File: src/rtl/fifo_line_scheduler_if.sv
// Handshake bundle between the pixel FIFO read port, the line scheduler and the LED driver.
//   fifo_empty/fifo_aempty/fifo_do : FIFO status and show-ahead head word
//   fifo_re                        : pop strobe from the scheduler
//   m_valid/m_ready/m_data         : pixel stream towards the driver
//   m_sol/m_eol                    : first/last pixel of a line marks
// master = scheduler side, slave = FIFO + driver side.
interface fifo_line_scheduler_if #(
  parameter int unsigned DW = 12
);
  logic          fifo_empty;
  logic          fifo_aempty;
  logic [DW-1:0] fifo_do;
  logic          fifo_re;
  logic          m_valid;
  logic          m_ready;
  logic [DW-1:0] m_data;
  logic          m_sol;
  logic          m_eol;

  modport master (
    input  fifo_empty, fifo_aempty, fifo_do, m_ready,
    output fifo_re, m_valid, m_data, m_sol, m_eol
  );

  modport slave (
    output fifo_empty, fifo_aempty, fifo_do, m_ready,
    input  fifo_re, m_valid, m_data, m_sol, m_eol
  );
endinterface

File: src/rtl/fifo_line_scheduler.sv
// Read-side sequencer for the show-ahead LED pixel FIFO. Waits for the FIFO to pass
// almost-empty, drains one line of LINE_LEN pixels into a valid/ready stream with
// start/end-of-line marks, inserts GAP_CYC blanking cycles between lines and aborts a
// line when the FIFO stays empty for TIMEOUT output-free cycles.
// Ports:
//   clk, rst_n   : FIFO read clock, asynchronous active-low reset
//   en_i         : schedule lines (sampled in FILL and at GAP exit)
//   bus          : FIFO read port + pixel stream (master modport)
//   underrun_o   : one-cycle pulse on line abort
//   line_cnt_o   : completed lines, wraps
//   busy_o       : scheduler not in IDLE
module fifo_line_scheduler #(
  parameter int unsigned DW       = 12,
  parameter int unsigned LINE_LEN = 64,
  parameter int unsigned GAP_CYC  = 4,
  parameter int unsigned TIMEOUT  = 1023
) (
  input  logic                  clk,
  input  logic                  rst_n,
  input  logic                  en_i,
  fifo_line_scheduler_if.master bus,
  output logic                  underrun_o,
  output logic [15:0]           line_cnt_o,
  output logic                  busy_o
);

  localparam int unsigned PW = $clog2(LINE_LEN);
  localparam int unsigned GW = $clog2(GAP_CYC + 1);
  localparam int unsigned SW = $clog2(TIMEOUT + 1);

  typedef enum logic [2:0] {
    IDLE  = 3'd0,
    FILL  = 3'd1,
    BURST = 3'd2,
    DRAIN = 3'd3,
    GAP   = 3'd4
  } state_t;

  state_t        state_q, state_d;
  logic [PW-1:0] pix_q, pix_d;
  logic [GW-1:0] gap_q, gap_d;
  logic [SW-1:0] stall_q, stall_d;
  logic [15:0]   line_q, line_d;
  logic          underrun_q, underrun_d;
  logic          busy_q, busy_d;
  logic          m_valid_q, m_valid_d;
  logic [DW-1:0] m_data_q, m_data_d;
  logic          sol_q, sol_d;
  logic          eol_q, eol_d;
  logic          out_free;
  logic          pop;
  logic          last_pix;

  // Output register can take a word when empty or being drained this cycle.
  assign out_free = ~m_valid_q | bus.m_ready;
  assign pop      = (state_q == BURST) & ~bus.fifo_empty & out_free;
  assign last_pix = (pix_q == PW'(LINE_LEN - 1));

  // Next-state, counters and output register.
  always_comb begin
    state_d    = state_q;
    pix_d      = pix_q;
    gap_d      = gap_q;
    stall_d    = stall_q;
    line_d     = line_q;
    underrun_d = 1'b0;
    m_valid_d  = m_valid_q;
    m_data_d   = m_data_q;
    sol_d      = sol_q;
    eol_d      = eol_q;

    if (pop) begin
      m_valid_d = 1'b1;
      m_data_d  = bus.fifo_do;
      sol_d     = (pix_q == '0);
      eol_d     = last_pix;
    end else if (m_valid_q & bus.m_ready) begin
      m_valid_d = 1'b0;
      sol_d     = 1'b0;
      eol_d     = 1'b0;
    end

    unique case (state_q)
      IDLE: begin
        if (en_i) state_d = FILL;
      end
      FILL: begin
        if (!en_i) begin
          state_d = IDLE;
        end else if (!bus.fifo_aempty) begin
          state_d = BURST;
          pix_d   = '0;
          stall_d = '0;
        end
      end
      BURST: begin
        if (pop) begin
          stall_d = '0;
          if (last_pix) begin
            pix_d   = '0;
            state_d = DRAIN;
          end else begin
            pix_d = pix_q + PW'(1);
          end
        end else if (bus.fifo_empty & out_free) begin
          // Backpressure alone never advances the stall timer.
          if (stall_q == SW'(TIMEOUT - 1)) begin
            underrun_d = 1'b1;
            pix_d      = '0;
            stall_d    = '0;
            gap_d      = '0;
            state_d    = GAP;
          end else begin
            stall_d = stall_q + SW'(1);
          end
        end
      end
      DRAIN: begin
        if (m_valid_q & bus.m_ready) begin
          line_d  = line_q + 16'd1;
          gap_d   = '0;
          state_d = GAP;
        end
      end
      GAP: begin
        if (gap_q == GW'(GAP_CYC - 1)) begin
          state_d = en_i ? FILL : IDLE;
        end else begin
          gap_d = gap_q + GW'(1);
        end
      end
      default: state_d = IDLE;
    endcase

    busy_d = (state_d != IDLE);
  end

  // State and output registers.
  always_ff @(posedge clk or negedge rst_n) begin
    if (!rst_n) begin
      state_q    <= IDLE;
      pix_q      <= '0;
      gap_q      <= '0;
      stall_q    <= '0;
      line_q     <= '0;
      underrun_q <= 1'b0;
      busy_q     <= 1'b0;
      m_valid_q  <= 1'b0;
      m_data_q   <= '0;
      sol_q      <= 1'b0;
      eol_q      <= 1'b0;
    end else begin
      state_q    <= state_d;
      pix_q      <= pix_d;
      gap_q      <= gap_d;
      stall_q    <= stall_d;
      line_q     <= line_d;
      underrun_q <= underrun_d;
      busy_q     <= busy_d;
      m_valid_q  <= m_valid_d;
      m_data_q   <= m_data_d;
      sol_q      <= sol_d;
      eol_q      <= eol_d;
    end
  end

  assign bus.fifo_re = pop;
  assign bus.m_valid = m_valid_q;
  assign bus.m_data  = m_data_q;
  assign bus.m_sol   = sol_q;
  assign bus.m_eol   = eol_q;
  assign underrun_o  = underrun_q;
  assign line_cnt_o  = line_q;
  assign busy_o      = busy_q;

endmodule
File: src/flat_wrapper.sv
// flat-port wrapper written by rule: the top's interface ports become plain ports
module fifo_line_scheduler_flat 
#(
  parameter int unsigned DW       = 12,
  parameter int unsigned LINE_LEN = 64,
  parameter int unsigned GAP_CYC  = 4,
  parameter int unsigned TIMEOUT  = 1023
)
  (clk, rst_n, en_i, underrun_o, line_cnt_o, busy_o, bus_fifo_empty, bus_fifo_aempty, bus_fifo_do, bus_m_ready, bus_fifo_re, bus_m_valid, bus_m_data, bus_m_sol, bus_m_eol);
  fifo_line_scheduler_if #(.DW(DW)) bus_i ();
  input  logic clk;
  input  logic rst_n;
  input  logic en_i;
  output logic underrun_o;
  output logic [15:0] line_cnt_o;
  output logic busy_o;
  input wire logic [$bits(bus_i.fifo_empty)-1:0] bus_fifo_empty;
  input wire logic [$bits(bus_i.fifo_aempty)-1:0] bus_fifo_aempty;
  input wire logic [$bits(bus_i.fifo_do)-1:0] bus_fifo_do;
  input wire logic [$bits(bus_i.m_ready)-1:0] bus_m_ready;
  output wire logic [$bits(bus_i.fifo_re)-1:0] bus_fifo_re;
  output wire logic [$bits(bus_i.m_valid)-1:0] bus_m_valid;
  output wire logic [$bits(bus_i.m_data)-1:0] bus_m_data;
  output wire logic [$bits(bus_i.m_sol)-1:0] bus_m_sol;
  output wire logic [$bits(bus_i.m_eol)-1:0] bus_m_eol;
  assign bus_i.fifo_empty = bus_fifo_empty;
  assign bus_i.fifo_aempty = bus_fifo_aempty;
  assign bus_i.fifo_do = bus_fifo_do;
  assign bus_i.m_ready = bus_m_ready;
  assign bus_fifo_re = bus_i.fifo_re;
  assign bus_m_valid = bus_i.m_valid;
  assign bus_m_data = bus_i.m_data;
  assign bus_m_sol = bus_i.m_sol;
  assign bus_m_eol = bus_i.m_eol;
  fifo_line_scheduler #(.DW(DW), .LINE_LEN(LINE_LEN), .GAP_CYC(GAP_CYC), .TIMEOUT(TIMEOUT)) u_core (.clk(clk), .rst_n(rst_n), .en_i(en_i), .bus(bus_i), .underrun_o(underrun_o), .line_cnt_o(line_cnt_o), .busy_o(busy_o));
endmodule
File: config.mk
export PLATFORM = sky130hd
export DESIGN_NAME = fifo_line_scheduler_flat
export DESIGN_NICKNAME = d
export VERILOG_FILES = /design/src/rtl/fifo_line_scheduler_if.sv /design/src/rtl/fifo_line_scheduler.sv /design/src/flat_wrapper.sv
export SDC_FILE = /design/constraint.sdc
export NUM_CORES = 1
export LEC_CHECK = 0
export BUFFER_PORTS_ARGS = -buffer_cell sky130_fd_sc_hd__buf_4
export CAP_MARGIN = 20
export CORE_MARGIN = 3
export CORE_UTILIZATION = 40
export CTS_BUF_LIST = sky130_fd_sc_hd__clkbuf_4 sky130_fd_sc_hd__clkbuf_8 sky130_fd_sc_hd__clkbuf_16
export CTS_CLUSTER_DIAMETER = 50
export DETAILED_ROUTE_END_ITERATION = 6
export PLACE_DENSITY = 0.6
export RECOVER_POWER = 50
export SYNTH_ARGS = -nofsm -noshare
export SYNTH_HDL_FRONTEND = slang
export SYNTH_SLANG_ARGS = --single-unit
File: constraint.sdc
create_clock -name clk -period 2.4 [get_ports clk]
set_clock_uncertainty 0.05 [all_clocks]
set_input_delay 0.48 -clock clk [delete_from_list [all_inputs] [get_ports clk]]
set_output_delay 0.48 -clock clk [all_outputs]
set_load 0.03 [all_outputs]
# Word level (Yosys, flattened, before mapping)
# Index checks and enable logic that the tools add are counted.
# op_classes
addsub	4
bitwise_logic	7
reduce_logical	10
eq_ne	16
n_mux	38
# ops
cell	n
10-bit 2-to-1 mux	5
3-bit 2-to-1 mux	14
6-bit 2-to-1 mux	6
10-bit one-hot mux with 2 select lines	1
16-bit by 1-bit adder with 16-bit output, second input constant	1
3-bit one-hot mux with 5 select lines	1
2-bit != test, second input constant	6
6-bit one-hot mux with 2 select lines	1
10-bit by 1-bit adder with 10-bit output, second input constant	1
10-bit equality test, second input constant	1
3-bit by 2-bit equality test with 1-bit output, second input constant	3
1-bit 2-to-1 mux	9
3-bit one-hot mux with 3 select lines	1
6-bit by 1-bit adder with 6-bit output, second input constant	1
6-bit equality test, second input constant	1
6-bit zero test	1
3-bit != test, second input constant	2
6-bit AND reduction	1
3-bit nonzero test	2
5-bit AND reduction	1
1-bit bitwise AND	4
4-bit AND reduction	1
2-bit nonzero test	2
3-bit by 1-bit adder with 3-bit output, second input constant	1
other kinds (7)	8
# totals
regBits	55
out_inout_bits	34
in_bits	18

# Logic depth before layout (Yosys ltp)
# logic_depth
ltp_word	7
depth_mapped	6

# Worst setup path before layout
# OpenSTA, ideal clock, no wires.
# synth_timing
path_type	register to output
from	register u_core.state_q[0]
to	output bus_fifo_re
t_arrival_ps	1478
slack_ps	392
stages_incl_launch_ff	5
n_path_buf	2
t_required_ps	1870
path_cell_list	dfrtp_1 -> or3b_1 -> buf_6 -> nor3_4 -> buf_2
# synth_via
elab_chain_len	3
# synth_lines
item	line	source
start: declaration	fifo_line_scheduler.sv:39	state_t state_q, state_d;
start signal: assignment	fifo_line_scheduler.sv:153	state_q <= state_d;
3-bit by 2-bit equality test with 1-bit output	fifo_line_scheduler.sv:56	assign pop = (state_q == BURST) & ~bus.fifo_empty & out_free;
1-bit bitwise AND (2 in a row)	fifo_line_scheduler.sv:56	
end: declaration	flat_wrapper.sv:21	output wire logic [$bits(bus_i.fifo_re)-1:0] bus_fifo_re;
# No other way between the ends.

# Final worst setup path
# Same ends and word-level chain as after synthesis.

==> impl_metrics.tcl <==
set metrics [dict create \
    maxSlewHeadroom 0.1188 \
    holdWs_ps 340.5 \
    coreArea_um2 6096 \
    arrival_ps 1720 \
    start_util 0.4253 \
    routed.top_layer "met4" \
    hold_viol 0 \
    cts_sinks 55 \
    grt_max_degree 56 \
    synth_nets 264 \
    vias_per_cell 5.457 \
    ctsResizeCount 0 \
    power.density_nw_per_um2 948.1 \
    cell_internal_pwr_uw 1787 \
    synthDistinctLibCells 39 \
    maxCapViolations 0 \
    startpoint "u_core.state_q[0]$_DFF_PN0_" \
    critPathCaptureType "primary output" \
    min_from "bus_fifo_do[8]" \
    p_sw_uw 1180 \
    total_power_uw 2967 \
    cts-buffers-inserted 5 \
    insertedDiodeCount 0 \
    ctsRootBufferMaster "clkbuf_8" \
    rows 28 \
    final_layout_size_suffix_gt1_frac 0.2241 \
    track_usage 0.1530 \
    worst_pin_slew_ps 1322 \
    cp_slowest_stage_delay_ps 520 \
    cts_buffer_depth 2 \
    finalSetupViolCount 0 \
    first_pass_iters 4 \
    rr_startpoint "u_core.state_q[0]$_DFF_PN0_" \
    p_seq_frac 0.441 \
    setup_ws_ps 151.1 \
    synth_warnings 0 \
    synth.top_cell.area_share 0.5309 \
    cp-start-kind "flip-flop" \
    swShare 0.3976 \
    path_clk_slew_ps 100 \
    overflow 0 \
    hold_path_class "in2reg" \
    dpl.hpwl_mm 3.918 \
    synth_seq_cells 55 \
    wl_met1_mm 2.385 \
    avgSynthCellArea_um2 10.85 \
    die_h_um 86.51 \
    pre_cts_ws_ps 332.6 \
    clockPowerShare 0.184 \
    antenna_left 0 \
    synth_flop_cell "dfrtp_1" \
    drt_iter0_drc 87 \
    async_reset_ff_frac 1.000 \
    max_freq_mhz 444.7 \
    io_pins 52 \
    fin_tns_setup_ps 0 \
    synthTopCellsByArea "dfrtp_1 (53%), mux2_2 (5.2%), xnor2_1 (4.1%), ha_1 (3.4%), nand3_1 (3.3%)" \
    fin_crit_sh 0.9370 \
    antenna_found_initial 0 \
    drc 0 \
    first_global_vias 1985 \
    dieArea_um2 7483 \
    yosysSeqAreaShare 0.5309 \
    cts_hold_buf 0 \
    num_vias 2041 \
    ir_worst_vdd_v 0.0005728 \
    grt_pass1_wl_mm 9.052 \
    yosys.area.top_type "dfrtp_1" \
    finalMaxSlewViolations 0 \
    syn_to_final_growth_pct 20.70 \
    path_max_fanout 6 \
    wl_per_cell_um 14.26 \
    finalCriticalPeriod_ps 2249 \
    syn_inst 239 \
    cts_setup_buffers 0 \
    wl_mm 5.335 \
    route.met3.wl_um 327 \
    rsz0062_at_grt "false" \
    status "finished clean" \
    cts_max_level 2 \
    p_leak_uw 0.001424 \
    combPwrFrac 0.375 \
    numPortBuffers 51 \
    gp_congestion 0.7769 \
    synth-edff-count 0 \
    crit_type "reg2out" \
    insertion_delay_ps 310 \
    chipWidth_um 86.51 \
    path_cells "or3b_1 > nor3_4 > buf_4" \
    cts_tree "done" \
    fin_nets 323 \
    syn-cell-area_um2 2592 \
    cp_slowest_cell "or3b_1" \
    wl_met2_mm 2.546 \
    cp.required_ps 1870 \
]
-- synthesized netlist by cell type, types with 3 or more instances --
cell type  instances
nor2_1             7
inv_1             17
nand4_1           11
nor2b_1            4
a31oi_1            5
o22ai_1            6
ha_1               7
a21oi_1            6
o21ai_0           12
and3_1             9
nand4b_1           3
nand3_1           17
mux2_2            12
xor2_1             4
nand2_1           17
xnor2_1           12
nand2b_1           3
o211ai_1           3
dfrtp_1           55
-- state kept, by name (all words and copies together), names as in the netlist, 3 cells and up --
name	count
u_core.gap_q	3
u_core.bus.m_data	12
u_core.line_cnt_o	16
u_core.stall_q	10
u_core.pix_q	6
u_core.state_q	3
-- critical path, delay by kind of cell (launching register included) --
| kind | cells | cell delay, ps |
|---|---|---|
| simple gates | 2 | 750 |
| flops | 1 | 450 |
| buf+inv | 1 | 210 |
-- power groups by stage --
stage                     logic (uW)  clock network, uW  registers (uW)
after floorplan                  547                  0            1580
after global placement          1200                  0            1320
after detailed placement        1220                  0            1330
after CTS                       1220                574            1310
after global routing            1220                614            1340
final                           1110                547            1310
-- stage by stage --
| stage | util | instance area (um2) | cells |
|---|---|---|---|
| after floorplan | - | 2592 | 239 |
| after global placement | 0.5062 | 3085 | 366 |
| after detailed placement | 0.5062 | 3085 | 366 |
| after CTS | 0.5224 | 3184 | 374 |
| after global routing | 0.5133 | 3129 | 374 |
| final | 0.5133 | 3129 | 374 |
-- layer usage --
| metal | global-route usage | up-vias |
|---|---|---|
| li1 | - | 981 |
| met1 | 0.1920 | 1002 |
| met2 | 0.2545 | 52 |
| met3 | 0.04563 | 6 |
| met4 | 0.04674 | 0 |
| met5 | 0 | - |
-- placed cells by master, fill, tap and decap left out, types with 3 or more instances in the layout --
cell type  instances
ha_1               7
clkbuf_8           6
and3_1             9
nand2b_1           3
mux2_2            12
o22ai_1            6
inv_1             17
o21ai_0           12
a31oi_1            5
nand2_1           17
buf_4             42
o211ai_1           3
dfrtp_1           55
a21oi_1            6
nor2b_1            4
nand4_1           11
xnor2_1           12
nand3_1           17
nand4b_1           3
xor2_1             4
clkbuf_1          14
nor2_1             7
-- cell families (layout without fill, tap and decap cells) --
family | after synthesis | after routing | share of synthesized area
and+or+nand+nor | 86 | 86 | 0.1877
DFF | 55 | 55 | 0.5309
AOI/OAI and AO/OA | 39 | 39 | 0.09798
buffers and inverters | 22 | 82 | 0.03571
xor gates and xnor gates | 16 | 16 | 0.05405
muxes | 14 | 14 | 0.05985
adders and majority gates | 7 | 7 | 0.03378
-- final cells by class --
class / count / area (um2)
fill: 603 / 2967
inverter: 17 / 63.81
timing repair buffer: 57 / 372.9
clock buffer: 6 / 82.58
clock inverter: 2 / 16.27
tap: 75 / 93.84
sequential: 55 / 1376
multi-input combinational: 162 / 1124
-- path summary, 6_finish.rpt --
kind | to | slack (ps) | depth (start not counted)
worst min-delay path | u_core.bus.m_data[8]$_DFFE_PN0N_ | 340 | 2
worst min register to register | u_core.line_cnt_o[15]$_DFFE_PN0P_ | 430 | 1
worst max register to register | u_core.pix_q[3]$_DFFE_PN0P_ | 340 | 4
worst max-delay path | bus_fifo_re | 150 | 3
max in group asynchronous | u_core.stall_q[9]$_DFFE_PN0P_ | 1110 | 1
min in group asynchronous | u_core.bus.m_data[6]$_DFFE_PN0N_ | 400 | 1
(Power assumes the default switching activity.)
